<file path="src/rtl/imm_pkg.sv">
// Shared types, table contents and FSM states for the immediate LUT.
// Used by imm_table_rom, imm_reverse_lut and the handshake interface.
package imm_pkg;
   localparam int IDX_W       = 5;
   localparam int VAL_W       = 8;
   localparam int IMM_ENTRIES = 24;

   typedef logic [IDX_W-1:0] imm_idx_t;
   typedef logic [VAL_W-1:0] imm_val_t;

   typedef enum logic [1:0] {
      IDLE,
      SEARCH,
      DONE
   } imm_state_t;

   localparam imm_val_t IMM_TABLE [IMM_ENTRIES] = '{
      8'd0,   8'd1,   8'd2,   8'd3,
      8'd4,   8'd5,   8'd6,   8'd14,
      8'd16,  8'd30,  8'd31,  8'd32,
      8'd33,  8'd60,  8'd91,  8'd109,
      8'd142, 8'd170, 8'd204, 8'd224,
      8'd225, 8'd240, 8'd247, 8'd254
   };

   localparam imm_idx_t IMM_LAST = imm_idx_t'(IMM_ENTRIES - 1);
endpackage

</file>
<file path="src/rtl/imm_reverse_lut_if.sv">
// Request/response handshake bundle for the reverse immediate lookup.
// master: requester (req_valid/req_value/resp_ready); slave: the LUT.
interface imm_reverse_lut_if
   import imm_pkg::*;
   ();
   logic     req_valid;
   imm_val_t req_value;
   logic     req_ready;
   logic     resp_valid;
   logic     resp_ready;
   imm_idx_t resp_index;
   logic     resp_hit;
   logic     busy;

   modport master (
      output req_valid, req_value, resp_ready,
      input  req_ready, resp_valid, resp_index, resp_hit, busy
   );

   modport slave (
      input  req_valid, req_value, resp_ready,
      output req_ready, resp_valid, resp_index, resp_hit, busy
   );
endinterface

</file>
<file path="src/rtl/imm_table_rom.sv">
// Combinational immediate table: idx_i -> val_o, out-of-range gives 0.
// Ports: idx_i (table index), val_o (table value). Shared with forward LUT.
module imm_table_rom
   import imm_pkg::*;
(
   input  imm_idx_t idx_i,
   output imm_val_t val_o
);
   always_comb begin
      val_o = '0;
      if (idx_i <= IMM_LAST) val_o = IMM_TABLE[idx_i];
   end
endmodule

</file>
<file path="src/rtl/imm_reverse_lut.sv">
// Reverse immediate lookup: scans the table one entry per cycle for a value.
// Ports: Clk, Reset_n (async low), bus (slave handshake: req_*, resp_*, busy).
// Optional macro IMM_REV_CACHE_EN adds a one-entry last-result cache.
module imm_reverse_lut
   import imm_pkg::*;
#(
   parameter int ENTRIES = IMM_ENTRIES
) (
   input logic               Clk,
   input logic               Reset_n,
   imm_reverse_lut_if.slave  bus
);
   localparam imm_idx_t LAST = imm_idx_t'(ENTRIES - 1);

   imm_state_t state_q;
   imm_idx_t   cnt_q;
   imm_val_t   val_q;
   imm_idx_t   idx_q;
   logic       hit_q;

   imm_val_t   rom_d;
   logic       accept_d;
   logic       match_d;
   logic       done_d;
   imm_idx_t   res_idx_d;
   logic       cache_match_d;
   imm_idx_t   cache_idx_d;
   logic       cache_hit_d;

   imm_table_rom u_rom (
      .idx_i (cnt_q),
      .val_o (rom_d)
   );

   assign accept_d  = bus.req_valid && (state_q == IDLE);
   assign match_d   = (rom_d == val_q);
   assign done_d    = (state_q == SEARCH) && (match_d || cnt_q == LAST);
   assign res_idx_d = match_d ? cnt_q : '0;

`ifdef IMM_REV_CACHE_EN
   logic     cache_vld_q;
   imm_val_t cache_val_q;
   imm_idx_t cache_idx_q;
   logic     cache_hit_q;

   assign cache_match_d = cache_vld_q && (bus.req_value == cache_val_q);
   assign cache_idx_d   = cache_idx_q;
   assign cache_hit_d   = cache_hit_q;

   // Only scan results are written; a cache hit re-enters DONE with
   // the same contents, so rewriting it would change nothing.
   always_ff @(posedge Clk or negedge Reset_n) begin
      if (!Reset_n) begin
         cache_vld_q <= 1'b0;
         cache_val_q <= '0;
         cache_idx_q <= '0;
         cache_hit_q <= 1'b0;
      end else if (done_d) begin
         cache_vld_q <= 1'b1;
         cache_val_q <= val_q;
         cache_idx_q <= res_idx_d;
         cache_hit_q <= match_d;
      end
   end
`else
   assign cache_match_d = 1'b0;
   assign cache_idx_d   = '0;
   assign cache_hit_d   = 1'b0;
`endif

   always_ff @(posedge Clk or negedge Reset_n) begin
      if (!Reset_n) begin
         state_q <= IDLE;
         cnt_q   <= '0;
         val_q   <= '0;
         idx_q   <= '0;
         hit_q   <= 1'b0;
      end else begin
         unique case (state_q)
            IDLE: begin
               if (accept_d) begin
                  val_q <= bus.req_value;
                  cnt_q <= '0;
                  if (cache_match_d) begin
                     state_q <= DONE;
                     idx_q   <= cache_idx_d;
                     hit_q   <= cache_hit_d;
                  end else begin
                     state_q <= SEARCH;
                  end
               end
            end
            SEARCH: begin
               if (done_d) begin
                  state_q <= DONE;
                  idx_q   <= res_idx_d;
                  hit_q   <= match_d;
               end else begin
                  cnt_q <= cnt_q + 1'b1;
               end
            end
            DONE: begin
               if (bus.resp_ready) state_q <= IDLE;
            end
            default: state_q <= IDLE;
         endcase
      end
   end

   // Outputs decode flops only; there is no input-to-ready path.
   assign bus.req_ready  = (state_q == IDLE);
   assign bus.busy       = (state_q == SEARCH);
   assign bus.resp_valid = (state_q == DONE);
   assign bus.resp_index = idx_q;
   assign bus.resp_hit   = hit_q;
endmodule

</file>
<file path="src/flat_wrapper.sv">
// flat-port wrapper written by rule: the top's interface ports become plain ports
module imm_reverse_lut_flat import imm_pkg::*;
#(
   parameter int ENTRIES = IMM_ENTRIES
)
  (Clk, Reset_n, bus_req_valid, bus_req_value, bus_resp_ready, bus_req_ready, bus_resp_valid, bus_resp_index, bus_resp_hit, bus_busy);
  imm_reverse_lut_if bus_i ();
  input logic Clk;
  input logic Reset_n;
  input wire logic [$bits(bus_i.req_valid)-1:0] bus_req_valid;
  input wire logic [$bits(bus_i.req_value)-1:0] bus_req_value;
  input wire logic [$bits(bus_i.resp_ready)-1:0] bus_resp_ready;
  output wire logic [$bits(bus_i.req_ready)-1:0] bus_req_ready;
  output wire logic [$bits(bus_i.resp_valid)-1:0] bus_resp_valid;
  output wire logic [$bits(bus_i.resp_index)-1:0] bus_resp_index;
  output wire logic [$bits(bus_i.resp_hit)-1:0] bus_resp_hit;
  output wire logic [$bits(bus_i.busy)-1:0] bus_busy;
  assign bus_i.req_valid = bus_req_valid;
  assign bus_i.req_value = bus_req_value;
  assign bus_i.resp_ready = bus_resp_ready;
  assign bus_req_ready = bus_i.req_ready;
  assign bus_resp_valid = bus_i.resp_valid;
  assign bus_resp_index = bus_i.resp_index;
  assign bus_resp_hit = bus_i.resp_hit;
  assign bus_busy = bus_i.busy;
  imm_reverse_lut #(.ENTRIES(ENTRIES)) u_core (.Clk(Clk), .Reset_n(Reset_n), .bus(bus_i));
endmodule
</file>
<file path="config.mk">
export PLATFORM = sky130hd
export DESIGN_NAME = imm_reverse_lut_flat
export DESIGN_NICKNAME = d
export VERILOG_FILES = /design/src/rtl/imm_pkg.sv /design/src/rtl/imm_reverse_lut_if.sv /design/src/rtl/imm_table_rom.sv /design/src/rtl/imm_reverse_lut.sv /design/src/flat_wrapper.sv
export SDC_FILE = /design/constraint.sdc
export NUM_CORES = 1
export LEC_CHECK = 0
export ABC_AREA = 1
export BUFFER_PORTS_ARGS = -buffer_cell sky130_fd_sc_hd__buf_2
export CAP_MARGIN = 10
export CORE_MARGIN = 8
export CORE_UTILIZATION = 38
export DETAILED_ROUTE_END_ITERATION = 12
export GPL_ROUTABILITY_DRIVEN = 0
export SLEW_MARGIN = 30
export SYNTH_ARGS = -nofsm -noshare
export SYNTH_HDL_FRONTEND = slang
export SYNTH_SLANG_ARGS = --single-unit
</file>
<file path="constraint.sdc">
create_clock -name Clk -period 3.53 [get_ports Clk]
set_input_delay 0.1765 -clock Clk [delete_from_list [all_inputs] [get_ports Clk]]
set_output_delay 0.1765 -clock Clk [all_outputs]
set_load 0.01 [all_outputs]
</file>
; Word-level counts from Yosys, hierarchy flattened
; Memories as Yosys holds them, arrays and structs flattened.
; Cells that the tools add are included.
[classes]
add_sub_neg = 1
order_cmp = 2
eq_ne = 8
muxes = 11
bitwise = 1
reduce_logical = 9
[op_table]
columns = op, count
row1 = $mux W8, 3
row2 = $mux W5, 3
row3 = $pmux W5 S2, 1
row4 = $eq A8 B8 Y1, 1
row5 = $ge A6 B6 Y1 const B, 1
row6 = $mux W2, 3
row7 = $not A5 Y6, 1
row8 = $pmux W2 S3, 1
row9 = $reduce_and A3 Y1, 2
row10 = $add A5 B1 Y5 const B, 1
row11 = $eq A5 B5 Y1 const B, 1
row12 = $le A5 B5 Y1 const B, 1
row13 = $ne A2 B1 Y1 const B, 2
row14 = $ne A2 B2 Y1 const B, 2
row15 = $reduce_and A2 Y1, 2
row16 = $eq A2 B1 Y1 const B, 1
row17 = $eq A2 B2 Y1 const B, 1
row18 = $logic_and A1 B1 Y1, 2
row19 = $logic_not A2 Y1, 1
row20 = $reduce_bool A2 Y1, 1
row21 = $logic_or A1 B1 Y1, 1
[word_totals]
regBits = 21
rom_bits = 256
in_bits = 12
memories = 1
[memory_table]
columns = name, words, width, read_ports, rd_clocked_by_memory_dff, wr, line_no
row1 = (no name shown), 32, 8, 1, 0, 0, imm_table_rom.sv:11  ; if (idx_i <= IMM_LAST) val_o = IMM_TABLE[idx_i];

; Longest topological paths before layout
[logic_depth]
depth_word = 10
ltp_mapped = 16
ltp_nobuf = 16

; Modules after synthesis
; Synthesis repeated with hierarchy kept, for this count alone.
[unflattened]
cells_unflattened = 188
hier_area_um2 = 1448.9
[modules_own_cells]
columns = module, n_inst, cells_each, area_each_um2, seq_area_each_um2
row1 = imm_reverse_lut, 1, 119, 1048.5, 525.5
row2 = imm_table_rom, 1, 69, 400.4, 0.0

; Worst setup path before layout
; OpenSTA, ideal clock, no wires.
[synth_timing]
path_type = register to register
startpoint = register u_core.cnt_q[0]
endpoint = register u_core.idx_q[0], in the netlist u_core.bus.resp_index[0]
setup_ns = 0.125
t_arrival_ns = 1.937
required_ns = 3.405
path_slack_ns = 1.469
stages_incl_launch_ff = 14
path_buffers = 0
synth_period_minus_slack_ns = 2.061
path_cell_list = dfrtp_1 -> ha_1 -> ha_1 -> or2_2 -> nand2_1 -> nand2_1 -> nand3b_1 -> nand2_1 -> nor2_2 -> nand3_2 -> nand2_1 -> nand2_2 -> nand2_1 -> o21ai_1
[synth_between]
elab_chain_len = 9
elab_cells_between_ends = 12
cone_classes = 1 x order compare / 2 x eq/ne / 4 x mux / 1 x bitwise / 3 x reduce/logical / 1 x memory
[synth_rtl]
columns = element, line_no
row1 = from (decl), imm_reverse_lut.sv:16  ; imm_idx_t cnt_q;
row2 = from (signal assigned), imm_reverse_lut.sv:99  ; cnt_q <= cnt_q + 1'b1;
row3 = $not A5 Y6 (implied by the code), imm_table_rom.sv:11
row4 = $mem_v2 Z32 W8, n/a
row5 = $mux W8 (implied by the code) (2 in a row), imm_table_rom.sv:11
row6 = $mux W8, imm_table_rom.sv:11
row7 = $eq A8 B8 Y1, imm_reverse_lut.sv:36  ; assign match_d = (rom_d == val_q);
row8 = $logic_or A1 B1 Y1, imm_reverse_lut.sv:37  ; assign done_d = (state_q == SEARCH) && (match_d || cnt_q == LAST);
row9 = $logic_and A1 B1 Y1, imm_reverse_lut.sv:37
row10 = $reduce_and A2 Y1 (no source line), n/a
row11 = to (signal assigned), imm_reverse_lut.sv:86  ; idx_q <= cache_idx_d;
row12 = to (signal assigned), imm_reverse_lut.sv:96  ; idx_q <= res_idx_d;
row13 = to (decl), imm_reverse_lut.sv:18  ; imm_idx_t idx_q;
; Parallel ways exist; a longest one is shown, timed or not. The select of a mux whose other input is x is not followed.
; A chain may end at the register's enable or synchronous reset.

; Worst setup path after layout
[layout_timing]
startpoint = register u_core.cnt_q[0]
endpoint = register u_core.idx_q[1], in the netlist u_core.bus.resp_index[1]
; Same word-level chain as after synthesis.

==> flow_metrics.py <==
metrics = {
    "routing": {
        "viasPerCell": 4.86,
        "first_pass_iters": 4,
        "route.detailed.drc": 0,
        "wl_um": 3460,
        "vias": 1303,
        "avgRoutedWirePerCell_um": 12.9,
        "drt_iter0_drc": 106,
        "ant_nets": 0,
    },
    "logic_synthesis": {
        "synth_top_area_share_pct": 35.6,
        "synth-edff-count": 0,
        "synthCells": 201,
        "yosysMostFrequentCell": "nand2_1",
        "ys_ff_latch": 21,
        "synth_area_leaders": "dfrtp_1, nand2_1, ha_1",
        "syn-num-nets": 223,
        "synth_top_area_cell": "dfrtp_1",
        "synth_warnings": 0,
        "yosysUniqueCellTypes": 29,
        "syn_area_per_cell_um2": 7.35,
        "synthTopCellsByCount": "nand2_1, nand3_1, dfrtp_1, inv_1, nor2_1",
        "synth-async-reset-ratio_pct": 100,
        "yosysSeqAreaShare_pct": 35.6,
        "ys.flop_type": "dfrtp_1",
        "synth.cell_area_mm2": 0.00148,
    },
    "worst_setup_path": {
        "rr_worst_depth": 16,
        "path_max_fanout": 11,
        "crit_required_ps": 3670,
        "critPathCaptureType": "flop",
        "cp.arrival_ps": 2660,
        "start_kind": "flop",
        "reg2reg_from": "u_core.cnt_q[0]",
        "worstSetupPathType": "flop to flop",
        "slowest_delay_ps": 560,
        "crit_path_frequent_cell": "nand2_1",
        "r2r-end": "u_core.bus.resp_index[1]",
        "slowest_stage": "dfrtp_1",
        "worstPathCellList": "inv_1, ha_1, inv_1, nand2_1, nand3_1, nand2_1, nand3_2, nand2_1, nand2_1, nand2_1, nor2_2, nand3_2, nand2_1, nand2_2, nand2_1, o21ai_1",
        "r2r_setup_slack_ps": 1010,
    },
    "clock_network": {
        "cts_root_buffer": "clkbuf_8",
        "path_clk_slew_ps": 80,
        "cts.sink_count": 21,
        "cts_tree": "built",
        "cts_buffer_depth": 2,
        "htreeDepth": 1,
        "cts-buffers-inserted": 3,
        "clock_latency_ps": 270,
        "cts_resized": 0,
    },
    "place": {
        "port_buffers": 20,
        "dp_hpwl_um": 2530,
        "placed_area_mm2": 0.00159,
    },
    "run": {
        "maxCapViolCount": 0,
    },
    "power_and_ir_drop": {
        "power_density_mw_per_mm2": 898,
        "finalPower_mw": 1.48,
        "peakVddDrop_mv": 0.281,
        "p_leak_nw": 0.893,
    },
    "sta": {
        "setup-violations-final": 0,
        "fin_crit_ps": 2520,
        "relSlewSlack_pct": 49.3,
        "rsz0062_at_grt": "no",
        "hold_violations": 0,
        "finalMaxSlewViolations": 0,
        "fin_setup_tns_ps": 0,
        "max_freq_mhz": 396,
        "clock_skew_ps": 7.13,
        "tightest_slew_ps": 759,
        "period_share_pct": 71.5,
    },
    "floorplan": {
        "die_y_um": 78.4,
        "dieArea_mm2": 0.00614,
        "pin_count": 21,
        "fp-row-count": 22,
        "die_width_um": 78.4,
        "coreArea_mm2": 0.00369,
        "start_util_pct": 40.1,
    },
    "finish": {
        "antenna_cells": 0,
        "syn_to_final_growth_pct": 11.6,
        "fin_area_mm2": 0.00165,
        "layout.nets": 243,
        "drive_above_1_share_pct": 19.1,
    },
    "worst_hold_path": {
        "worstHoldStart": "bus_resp_ready",
        "whs_endpoint": "u_core.state_q[1]",
        "hp-class": "input pin to flop",
        "hold_depth": 2,
    },
    "global_route": {
        "grt_pass1_vias": 1236,
        "grt_usage_pct": 11.6,
        "grt_overflow": 0,
        "grt_pass1_wl_um": 5910,
        "antenna_found_initial": 0,
        "grt_max_degree": 22,
    },
    "outcome": {
        "status": "completed",
    },
}
routing by layer:
| metal | vias up | track usage (%) | wire length, um |
|---|---|---|---|
| met4 | 0 | 3.89 | 44 |
| met1 | 577 | 15.2 | 1700 |
| met5 | - | 0 | 0 |
| met2 | 34 | 18.0 | 1530 |
| met3 | 5 | 2.96 | 192 |
| li1 | 687 | - | - |
worst max-delay path by stage:
stage / slack, ps / cells after the start / end / from
final: 1010 / 16 / u_core.bus.resp_index[1] / u_core.cnt_q[0]
after global routing: 750 / 15 / u_core.bus.resp_index[1] / u_core.cnt_q[0]
after floorplan: 1470 / 13 / u_core.bus.resp_index[0] / u_core.cnt_q[0]
after detailed placement: 1100 / 16 / u_core.bus.resp_index[1] / u_core.cnt_q[0]
after CTS: 1060 / 16 / u_core.bus.resp_index[1] / u_core.cnt_q[0]
after global placement: 1120 / 13 / u_core.bus.resp_index[1] / u_core.cnt_q[0]
sequential cells by signal, indices dropped and copies added, names as in the netlist:
signal	flops
u_core.state_q	2
u_core.val_q	8
u_core.cnt_q	5
u_core.bus.resp_hit	1
u_core.bus.resp_index	5
metrics by stage:
step	util, %	hold WS [ps]	cells	setup WS, ps
global route	44.7	106	268	754
global placement	43.2	172	263	1120
floorplan	-	-119	201	1470
finish	44.7	93.5	268	1010
CTS	44.7	93.3	268	1060
detailed placement	43.2	169	263	1100
layout make-up:
cell class / instances / area [um^2]
clock buffer: 4 / 45.0
sequential: 21 / 526
fill: 388 / 2040
timing repair buffer: 21 / 110
multi-input combinational: 153 / 825
tap: 48 / 60.1
inverter: 21 / 83.8
what timing repair did:
action / CTS / global route
hold buffers: 1 / 0
hold endpoints to repair: 21 / 0
setup endpoints to repair: 0 / 0
setup buffers: 0 / 0
report_power, final:
group / internal, mW / leakage (nW) / switching [mW]
sequential: 0.336 / 0.259 / 0.140
clock: 0.0806 / 0.0228 / 0.0840
combinational: 0.307 / 0.611 / 0.534
kinds of logic after synthesis:
family                     count (synthesis)  share of synthesized area, %
and+or+nand+nor                          122                          39.1
buffers and inverters                     27                          8.64
DFF                                       21                          35.6
AOI/OAI and AO/OA                         19                          6.69
adders and majority gates                 10                          8.47
muxes                                      2                          1.52
critical path: cells and delay by family (launching register included):
kind / cells / cell delay (ps)
and+or+nand+nor: 12 / 1030
adders and majority gates: 1 / 380
DFF: 1 / 560
AOI/OAI and AO/OA: 1 / 90
buffers and inverters: 2 / 310
cells in the final DEF (no fill, tap or decap):
| master | netlist | routed |
|---|---|---|
| o21ai_1 | 6 | 6 |
| mux2_2 | 2 | 2 |
| inv_2 | 3 | 3 |
| nand4_1 | 4 | 4 |
| nand2_4 | 1 | 1 |
| a21oi_1 | 7 | 7 |
| nand3_2 | 4 | 4 |
| nor2_1 | 13 | 13 |
| inv_1 | 17 | 17 |
| a31oi_1 | 1 | 1 |
| nand2_1 | 66 | 66 |
| nand4_2 | 1 | 1 |
| or2_2 | 1 | 1 |
| nor2_2 | 3 | 3 |
| buf_2 | 2 | 20 |
| ha_1 | 10 | 10 |
| nor3b_1 | 1 | 1 |
| o21ai_0 | 4 | 4 |
| clkbuf_8 | 0 | 3 |
| inv_6 | 1 | 1 |
| nand3b_1 | 2 | 2 |
| dfrtp_1 | 21 | 21 |
| dlygate4sd3_1 | 0 | 1 |
| o31ai_1 | 1 | 1 |
| nand3_4 | 1 | 1 |
| clkbuf_1 | 1 | 1 |
| nor3_1 | 1 | 1 |
| nand3_1 | 22 | 22 |
| nand2_2 | 2 | 2 |
No activity file was read; power rests on OpenSTA's default activity.
